[config.mk]
export PLATFORM = sky130hd
export DESIGN_NAME = apb_master_flat
export DESIGN_NICKNAME = d
export VERILOG_FILES = /design/src/rtl/apb_pkg.sv /design/src/rtl/apb_master_if.sv /design/src/rtl/apb_master.sv /design/src/flat_wrapper.sv
export SDC_FILE = /design/constraint.sdc
export NUM_CORES = 1
export LEC_CHECK = 0
export CAP_MARGIN = 10
export CORE_UTILIZATION = 30
export CTS_CLUSTER_SIZE = 10
export DETAILED_ROUTE_END_ITERATION = 10
export PLACE_DENSITY_LB_ADDON = 0.2
export SKIP_CTS_REPAIR_TIMING = 1
export SLEW_MARGIN = 20
export SYNTH_ARGS = -nofsm -noshare
export SYNTH_HDL_FRONTEND = slang
export SYNTH_SLANG_ARGS = --single-unit
[constraint.sdc]
create_clock -name PCLK -period 5.6 [get_ports PCLK]
set_input_delay 0.84 -clock PCLK [delete_from_list [all_inputs] [get_ports PCLK]]
set_output_delay 0.84 -clock PCLK [all_outputs]
set_load 0.05 [all_outputs]
[src/rtl/apb_pkg.sv]
// Shared types and constants for the APB requester.
package apb_pkg;

    // Transfer phases of the requester: waiting for a command, APB SETUP,
    // APB ACCESS (possibly with wait states), and holding the response.
    typedef enum logic [1:0] {
        IDLE   = 2'd0,
        SETUP  = 2'd1,
        ACCESS = 2'd2,
        RESP   = 2'd3
    } apb_state_e;

    // Registers are word-wide, so the byte-lane bits of PADDR are always zero.
    localparam int APB_ADDR_LSB = 2;

endpackage

[src/rtl/apb_master_if.sv]
// Command, response and APB bus signals of the requester, bundled together.
interface apb_master_if #(
    parameter int ADDR_WIDTH = 5,
    parameter int DATA_WIDTH = 32
);

    logic                  cmd_valid;
    logic                  cmd_ready;
    logic                  cmd_write;
    logic [ADDR_WIDTH-1:0] cmd_addr;
    logic [DATA_WIDTH-1:0] cmd_wdata;

    logic                  rsp_valid;
    logic                  rsp_ready;
    logic [DATA_WIDTH-1:0] rsp_rdata;
    logic                  rsp_err;

    logic                  PSEL;
    logic                  PENABLE;
    logic                  PWRITE;
    logic [ADDR_WIDTH-1:0] PADDR;
    logic [DATA_WIDTH-1:0] PWDATA;
    logic [DATA_WIDTH-1:0] PRDATA;
    logic                  PREADY;
    logic                  PSLVERR;

    // The requester's view: it consumes commands and APB replies,
    // and produces responses and the APB request.
    modport master (
        input  cmd_valid, cmd_write, cmd_addr, cmd_wdata,
        input  rsp_ready,
        input  PRDATA, PREADY, PSLVERR,
        output cmd_ready,
        output rsp_valid, rsp_rdata, rsp_err,
        output PSEL, PENABLE, PWRITE, PADDR, PWDATA
    );

    // The opposite side: command/response user plus the APB completer.
    modport slave (
        output cmd_valid, cmd_write, cmd_addr, cmd_wdata,
        output rsp_ready,
        output PRDATA, PREADY, PSLVERR,
        input  cmd_ready,
        input  rsp_valid, rsp_rdata, rsp_err,
        input  PSEL, PENABLE, PWRITE, PADDR, PWDATA
    );

endinterface

[src/rtl/apb_master.sv]
// APB3 requester: one command in, one SETUP/ACCESS transfer out, one response
// back. Handles PREADY wait states, PSLVERR and a bounded wait-state timeout.
module apb_master
    import apb_pkg::*;
#(
    parameter int ADDR_WIDTH     = 5,
    parameter int DATA_WIDTH     = 32,
    parameter int TIMEOUT_CYCLES = 16
) (
    input logic          PCLK,
    input logic          PRESET,
    apb_master_if.master bus
);

    // A zero timeout disables the counter, but it still needs one bit to exist.
    localparam int CNT_W = (TIMEOUT_CYCLES > 0) ? $clog2(TIMEOUT_CYCLES + 1) : 1;
    localparam logic [CNT_W-1:0] CNT_LAST = (TIMEOUT_CYCLES > 0) ? CNT_W'(TIMEOUT_CYCLES - 1) : '0;
    localparam logic [CNT_W-1:0] CNT_MAX  = '1;

    apb_state_e            state;
    apb_state_e            next_state;

    logic                  psel_q;
    logic                  penable_q;
    logic                  pwrite_q;
    logic [ADDR_WIDTH-1:0] paddr_q;
    logic [DATA_WIDTH-1:0] pwdata_q;
    logic                  rsp_valid_q;
    logic                  rsp_err_q;
    logic [DATA_WIDTH-1:0] rsp_rdata_q;
    logic [CNT_W-1:0]      wait_cnt;

    logic                  timeout_hit;
    logic                  unused_addr_lsb;

    // The byte-lane bits of the command address are dropped on purpose.
    assign unused_addr_lsb = ^bus.cmd_addr[APB_ADDR_LSB-1:0];

    // Last tolerated ACCESS cycle without PREADY; PREADY still wins if it arrives here.
    assign timeout_hit = (TIMEOUT_CYCLES != 0) && (wait_cnt == CNT_LAST);

    // State register; reset abandons any transfer or pending response at once.
    always_ff @(posedge PCLK or posedge PRESET) begin
        if (PRESET) begin
            state <= IDLE;
        end else begin
            state <= next_state;
        end
    end

    // Phase sequencing IDLE -> SETUP -> ACCESS -> RESP -> IDLE.
    always_comb begin
        next_state = state;
        case (state)
            IDLE:    if (bus.cmd_valid) next_state = SETUP;
            SETUP:   next_state = ACCESS;
            ACCESS:  if (bus.PREADY || timeout_hit) next_state = RESP;
            RESP:    if (bus.rsp_ready) next_state = IDLE;
            default: next_state = IDLE;
        endcase
    end

    // Registered APB request, response capture and wait-state counter.
    always_ff @(posedge PCLK or posedge PRESET) begin
        if (PRESET) begin
            psel_q      <= 1'b0;
            penable_q   <= 1'b0;
            pwrite_q    <= 1'b0;
            paddr_q     <= '0;
            pwdata_q    <= '0;
            rsp_valid_q <= 1'b0;
            rsp_err_q   <= 1'b0;
            rsp_rdata_q <= '0;
            wait_cnt    <= '0;
        end else begin
            case (state)
                IDLE: begin
                    if (bus.cmd_valid) begin
                        pwrite_q  <= bus.cmd_write;
                        paddr_q   <= {bus.cmd_addr[ADDR_WIDTH-1:APB_ADDR_LSB], {APB_ADDR_LSB{1'b0}}};
                        pwdata_q  <= bus.cmd_wdata;
                        psel_q    <= 1'b1;
                        penable_q <= 1'b0;
                    end
                end
                SETUP: begin
                    penable_q <= 1'b1;
                    wait_cnt  <= '0;
                end
                ACCESS: begin
                    if (bus.PREADY) begin
                        rsp_rdata_q <= pwrite_q ? '0 : bus.PRDATA;
                        rsp_err_q   <= bus.PSLVERR;
                        psel_q      <= 1'b0;
                        penable_q   <= 1'b0;
                        rsp_valid_q <= 1'b1;
                    end else if (timeout_hit) begin
                        rsp_rdata_q <= '0;
                        rsp_err_q   <= 1'b1;
                        psel_q      <= 1'b0;
                        penable_q   <= 1'b0;
                        rsp_valid_q <= 1'b1;
                    end else if (wait_cnt != CNT_MAX) begin
                        wait_cnt <= wait_cnt + 1'b1;
                    end
                end
                RESP: begin
                    if (bus.rsp_ready) begin
                        rsp_valid_q <= 1'b0;
                    end
                end
                default: begin
                    psel_q    <= 1'b0;
                    penable_q <= 1'b0;
                end
            endcase
        end
    end

    assign bus.cmd_ready = (state == IDLE);
    assign bus.PSEL      = psel_q;
    assign bus.PENABLE   = penable_q;
    assign bus.PWRITE    = pwrite_q;
    assign bus.PADDR     = paddr_q;
    assign bus.PWDATA    = pwdata_q;
    assign bus.rsp_valid = rsp_valid_q;
    assign bus.rsp_err   = rsp_err_q;
    assign bus.rsp_rdata = rsp_rdata_q;

endmodule

[src/flat_wrapper.sv]
// flat-port wrapper written by rule: the top's interface ports become plain ports
module apb_master_flat import apb_pkg::*;
#(
    parameter int ADDR_WIDTH     = 5,
    parameter int DATA_WIDTH     = 32,
    parameter int TIMEOUT_CYCLES = 16
)
  (PCLK, PRESET, bus_cmd_valid, bus_cmd_write, bus_cmd_addr, bus_cmd_wdata, bus_rsp_ready, bus_PRDATA, bus_PREADY, bus_PSLVERR, bus_cmd_ready, bus_rsp_valid, bus_rsp_rdata, bus_rsp_err, bus_PSEL, bus_PENABLE, bus_PWRITE, bus_PADDR, bus_PWDATA);
  apb_master_if #(.ADDR_WIDTH(ADDR_WIDTH), .DATA_WIDTH(DATA_WIDTH)) bus_i ();
  input logic PCLK;
  input logic PRESET;
  input wire logic [$bits(bus_i.cmd_valid)-1:0] bus_cmd_valid;
  input wire logic [$bits(bus_i.cmd_write)-1:0] bus_cmd_write;
  input wire logic [$bits(bus_i.cmd_addr)-1:0] bus_cmd_addr;
  input wire logic [$bits(bus_i.cmd_wdata)-1:0] bus_cmd_wdata;
  input wire logic [$bits(bus_i.rsp_ready)-1:0] bus_rsp_ready;
  input wire logic [$bits(bus_i.PRDATA)-1:0] bus_PRDATA;
  input wire logic [$bits(bus_i.PREADY)-1:0] bus_PREADY;
  input wire logic [$bits(bus_i.PSLVERR)-1:0] bus_PSLVERR;
  output wire logic [$bits(bus_i.cmd_ready)-1:0] bus_cmd_ready;
  output wire logic [$bits(bus_i.rsp_valid)-1:0] bus_rsp_valid;
  output wire logic [$bits(bus_i.rsp_rdata)-1:0] bus_rsp_rdata;
  output wire logic [$bits(bus_i.rsp_err)-1:0] bus_rsp_err;
  output wire logic [$bits(bus_i.PSEL)-1:0] bus_PSEL;
  output wire logic [$bits(bus_i.PENABLE)-1:0] bus_PENABLE;
  output wire logic [$bits(bus_i.PWRITE)-1:0] bus_PWRITE;
  output wire logic [$bits(bus_i.PADDR)-1:0] bus_PADDR;
  output wire logic [$bits(bus_i.PWDATA)-1:0] bus_PWDATA;
  assign bus_i.cmd_valid = bus_cmd_valid;
  assign bus_i.cmd_write = bus_cmd_write;
  assign bus_i.cmd_addr = bus_cmd_addr;
  assign bus_i.cmd_wdata = bus_cmd_wdata;
  assign bus_i.rsp_ready = bus_rsp_ready;
  assign bus_i.PRDATA = bus_PRDATA;
  assign bus_i.PREADY = bus_PREADY;
  assign bus_i.PSLVERR = bus_PSLVERR;
  assign bus_cmd_ready = bus_i.cmd_ready;
  assign bus_rsp_valid = bus_i.rsp_valid;
  assign bus_rsp_rdata = bus_i.rsp_rdata;
  assign bus_rsp_err = bus_i.rsp_err;
  assign bus_PSEL = bus_i.PSEL;
  assign bus_PENABLE = bus_i.PENABLE;
  assign bus_PWRITE = bus_i.PWRITE;
  assign bus_PADDR = bus_i.PADDR;
  assign bus_PWDATA = bus_i.PWDATA;
  apb_master #(.ADDR_WIDTH(ADDR_WIDTH), .DATA_WIDTH(DATA_WIDTH), .TIMEOUT_CYCLES(TIMEOUT_CYCLES)) u_core (.PCLK(PCLK), .PRESET(PRESET), .bus(bus_i));
endmodule
==> flow_summary.json <==
{
  "antenna_found_initial": 0,
  "slowest_delay_ps": 840,
  "path_cells": "inv_1 > ha_1 > clkdlybuf4s50_1",
  "crit_buf_inv": 2,
  "rsz0062_at_grt": "false",
  "outcome": "completed",
  "drt_wl_total_mm": 7.32,
  "tightestPinTransition_ps": 844,
  "cp_max_fo": 5,
  "hold_ws_ps": 475,
  "wl_per_cell_um": 14.7,
  "grt_max_degree": 53,
  "grt_pass1_vias": 2314,
  "via_per_inst": 4.51,
  "rows": 36,
  "final-setup-viol-count": 0,
  "cts-root-buf": "clkbuf_8",
  "end_kind": "primary output",
  "ys_ff_latch": 79,
  "boundaryPins": 151,
  "chipHeight_um": 104,
  "cpMaxStageDelayCell": "clkdlybuf4s50_1",
  "crit_family": "buffers and inverters",
  "layout_commonest_cell": "clkdlybuf4s50_1",
  "die_x_um": 104,
  "yosys_warnings": 0,
  "hpwl_mm": 5.07,
  "clkLatencyLatePin_ps": 340,
  "timing.final.crit_share_pct": 50.1,
  "arrival_ps": 1960,
  "gr-total-overflow": 0,
  "fin_nets": 445,
  "dieArea_sq_um": 10700,
  "grt_pass1_wl_mm": 12.3,
  "finalClockSkew_ps": 12.0,
  "finalHoldViolCount": 0,
  "htree_levels": 3,
  "fin_setup_tns_ps": 0,
  "nFillCells": 881,
  "crit_required_ps": 4760,
  "area_growth_pct": 60.0,
  "cts_sinks": 79,
  "drc": 0,
  "min_period_ps": 2800,
  "maxSlewHeadroom_pct": 43.5,
  "start_util_pct": 31.3,
  "vias": 2249,
  "drive_above_1_share_pct": 16.9,
  "clk_pin_slew_ps": 80,
  "hp-class": "register to register",
  "port_buffers": 146,
  "grt_usage_pct": 14.7,
  "p_leak_nw": 2.15,
  "avgSynthCellArea_sq_um": 14.7,
  "coreArea_sq_um": 9910,
  "postRouteAntennaNets": 0,
  "start_kind": "register",
  "syn-cell-area_sq_um": 3100,
  "antenna_cells": 0,
  "final_cell_mix": "clkdlybuf4s50_1, dfrtp_1, mux2_2, a22o_1, clkbuf_8",
  "p_per_area_nw_per_um2": 703,
  "numCtsBuffers": 9,
  "cts_tree": "built",
  "synth_seq_area_share_pct": 63.8,
  "synth_cell_types": 27,
  "clockBufferDepth": 2,
  "first_iter_violations": 128,
  "finalMaxSlewViolations": 0,
  "netlist_instances": 211,
  "drv_cap": 0,
  "max_freq_mhz": 357,
  "dr.pass1.iters": 4,
  "ir_drop_mv": 0.317,
  "path_class": "register to primary output",
  "routabilityCongestion": 0.725
}
-- power breakdown --
part           total, mW  switching [mW]  internal [mW]  leakage, nW
Sequential         0.972           0.137          0.835        0.978
Clock              0.550           0.207          0.344        0.128
Combinational       1.96            1.23          0.733         1.04
Total               3.48            1.57           1.91         2.15
-- registers in the layout, indices dropped and copies added (netlist names) --
register,count
u_core.bus.PSEL,1
u_core.wait_cnt,5
u_core.bus.PWRITE,1
u_core.bus.PWDATA,32
u_core.bus.rsp_valid,1
u_core.bus.rsp_rdata,32
u_core.bus.rsp_err,1
u_core.state,2
u_core.bus.PENABLE,1
u_core.bus.PADDR,3
-- cell usage after synthesis, drive strengths merged --
| library cell | number | area (sq um) |
|---|---|---|
| and3 | 1 | 6.26 |
| ha | 8 | 100 |
| nor3b | 1 | 12.5 |
| buf | 11 | 60.1 |
| a21oi | 2 | 10.0 |
| nor2 | 4 | 17.5 |
| nor2b | 2 | 12.5 |
| conb | 1 | 3.75 |
| nand2 | 7 | 28.8 |
| a22o | 32 | 280 |
| nand3 | 3 | 15.0 |
| o21ai | 7 | 35.0 |
| mux2 | 38 | 428 |
| a211oi | 1 | 12.5 |
| nor4b | 1 | 15.0 |
| nand4 | 1 | 6.26 |
| dfrtp | 79 | 1980 |
| nand2b | 1 | 6.26 |
| or4b | 1 | 13.8 |
| mux2i | 3 | 30.0 |
| nor3 | 1 | 5.00 |
| inv | 6 | 22.5 |
-- cell families after synthesis --
family	synth area share [%]
fa+ha+maj	3.23
compound gates	10.9
mux	14.8
buf+inv	2.67
other cells	0.121
flops	63.8
simple gates	4.48
-- worst paths after layout --
kind | startpoint | end | slack [ps] | cells past startpoint
setup / recovery | u_core.state[0] | bus_cmd_ready | 2800 | 3
hold / removal | u_core.wait_cnt[3] | u_core.wait_cnt[3] | 480 | 1
setup reg to reg | u_core.state[0] | u_core.bus.PWDATA[10] | 3650 | 4
hold reg to reg | u_core.wait_cnt[3] | u_core.wait_cnt[3] | 480 | 1
max in group asynchronous | PRESET | u_core.bus.PWDATA[14] | 3720 | 3
min in group asynchronous | PRESET | u_core.bus.PWDATA[30] | 830 | 2
-- worst register-to-register path: stages (launching register included) --
cell and delay [ps]:
dfrtp_1 410, inv_1 100, ha_1 260, nand2_2 640, mux2_2 430
-- through the flow --
stage | cells | utilization, % | power, mW | worst slack (ps) | cell area [sq um]
detailed placement | 483 | 47.4 | 2.96 | 3060 | 4700
finish | 499 | 50.0 | 3.48 | 2800 | 4960
global placement | 483 | 47.4 | 2.94 | 3070 | 4700
global route | 499 | 50.0 | 3.66 | 2700 | 4960
CTS | 499 | 50.0 | 3.52 | 2770 | 4960
floorplan | 212 | - | 2.29 | 2740 | 3100
-- cell type report --
| cell class | instances | area (sq um) | area share [%] |
|---|---|---|---|
| well taps | 133 | 166 | 3.36 |
| clock buffers | 11 | 131 | 2.65 |
| inverters | 6 | 23.8 | 0.480 |
| repair buffers | 149 | 1480 | 29.9 |
| clock inverters | 5 | 129 | 2.60 |
| multi-input cells | 116 | 1050 | 21.1 |
| flip-flops and latches | 79 | 1980 | 39.9 |
-- per-layer routing --
layer | part of all wire, % | track usage, % | wire [um] | vias to the layer above
met4 | 0.93 | 5.07 | 68 | 0
met1 | 46 | 19.1 | 3350 | 1102
met3 | 5.4 | 4.72 | 395 | 4
met5 | 0 | 0 | 0 | -
met2 | 48 | 23.2 | 3510 | 83
li1 | - | - | - | 1060
Note: power is estimated with default switching activity, not from simulation.
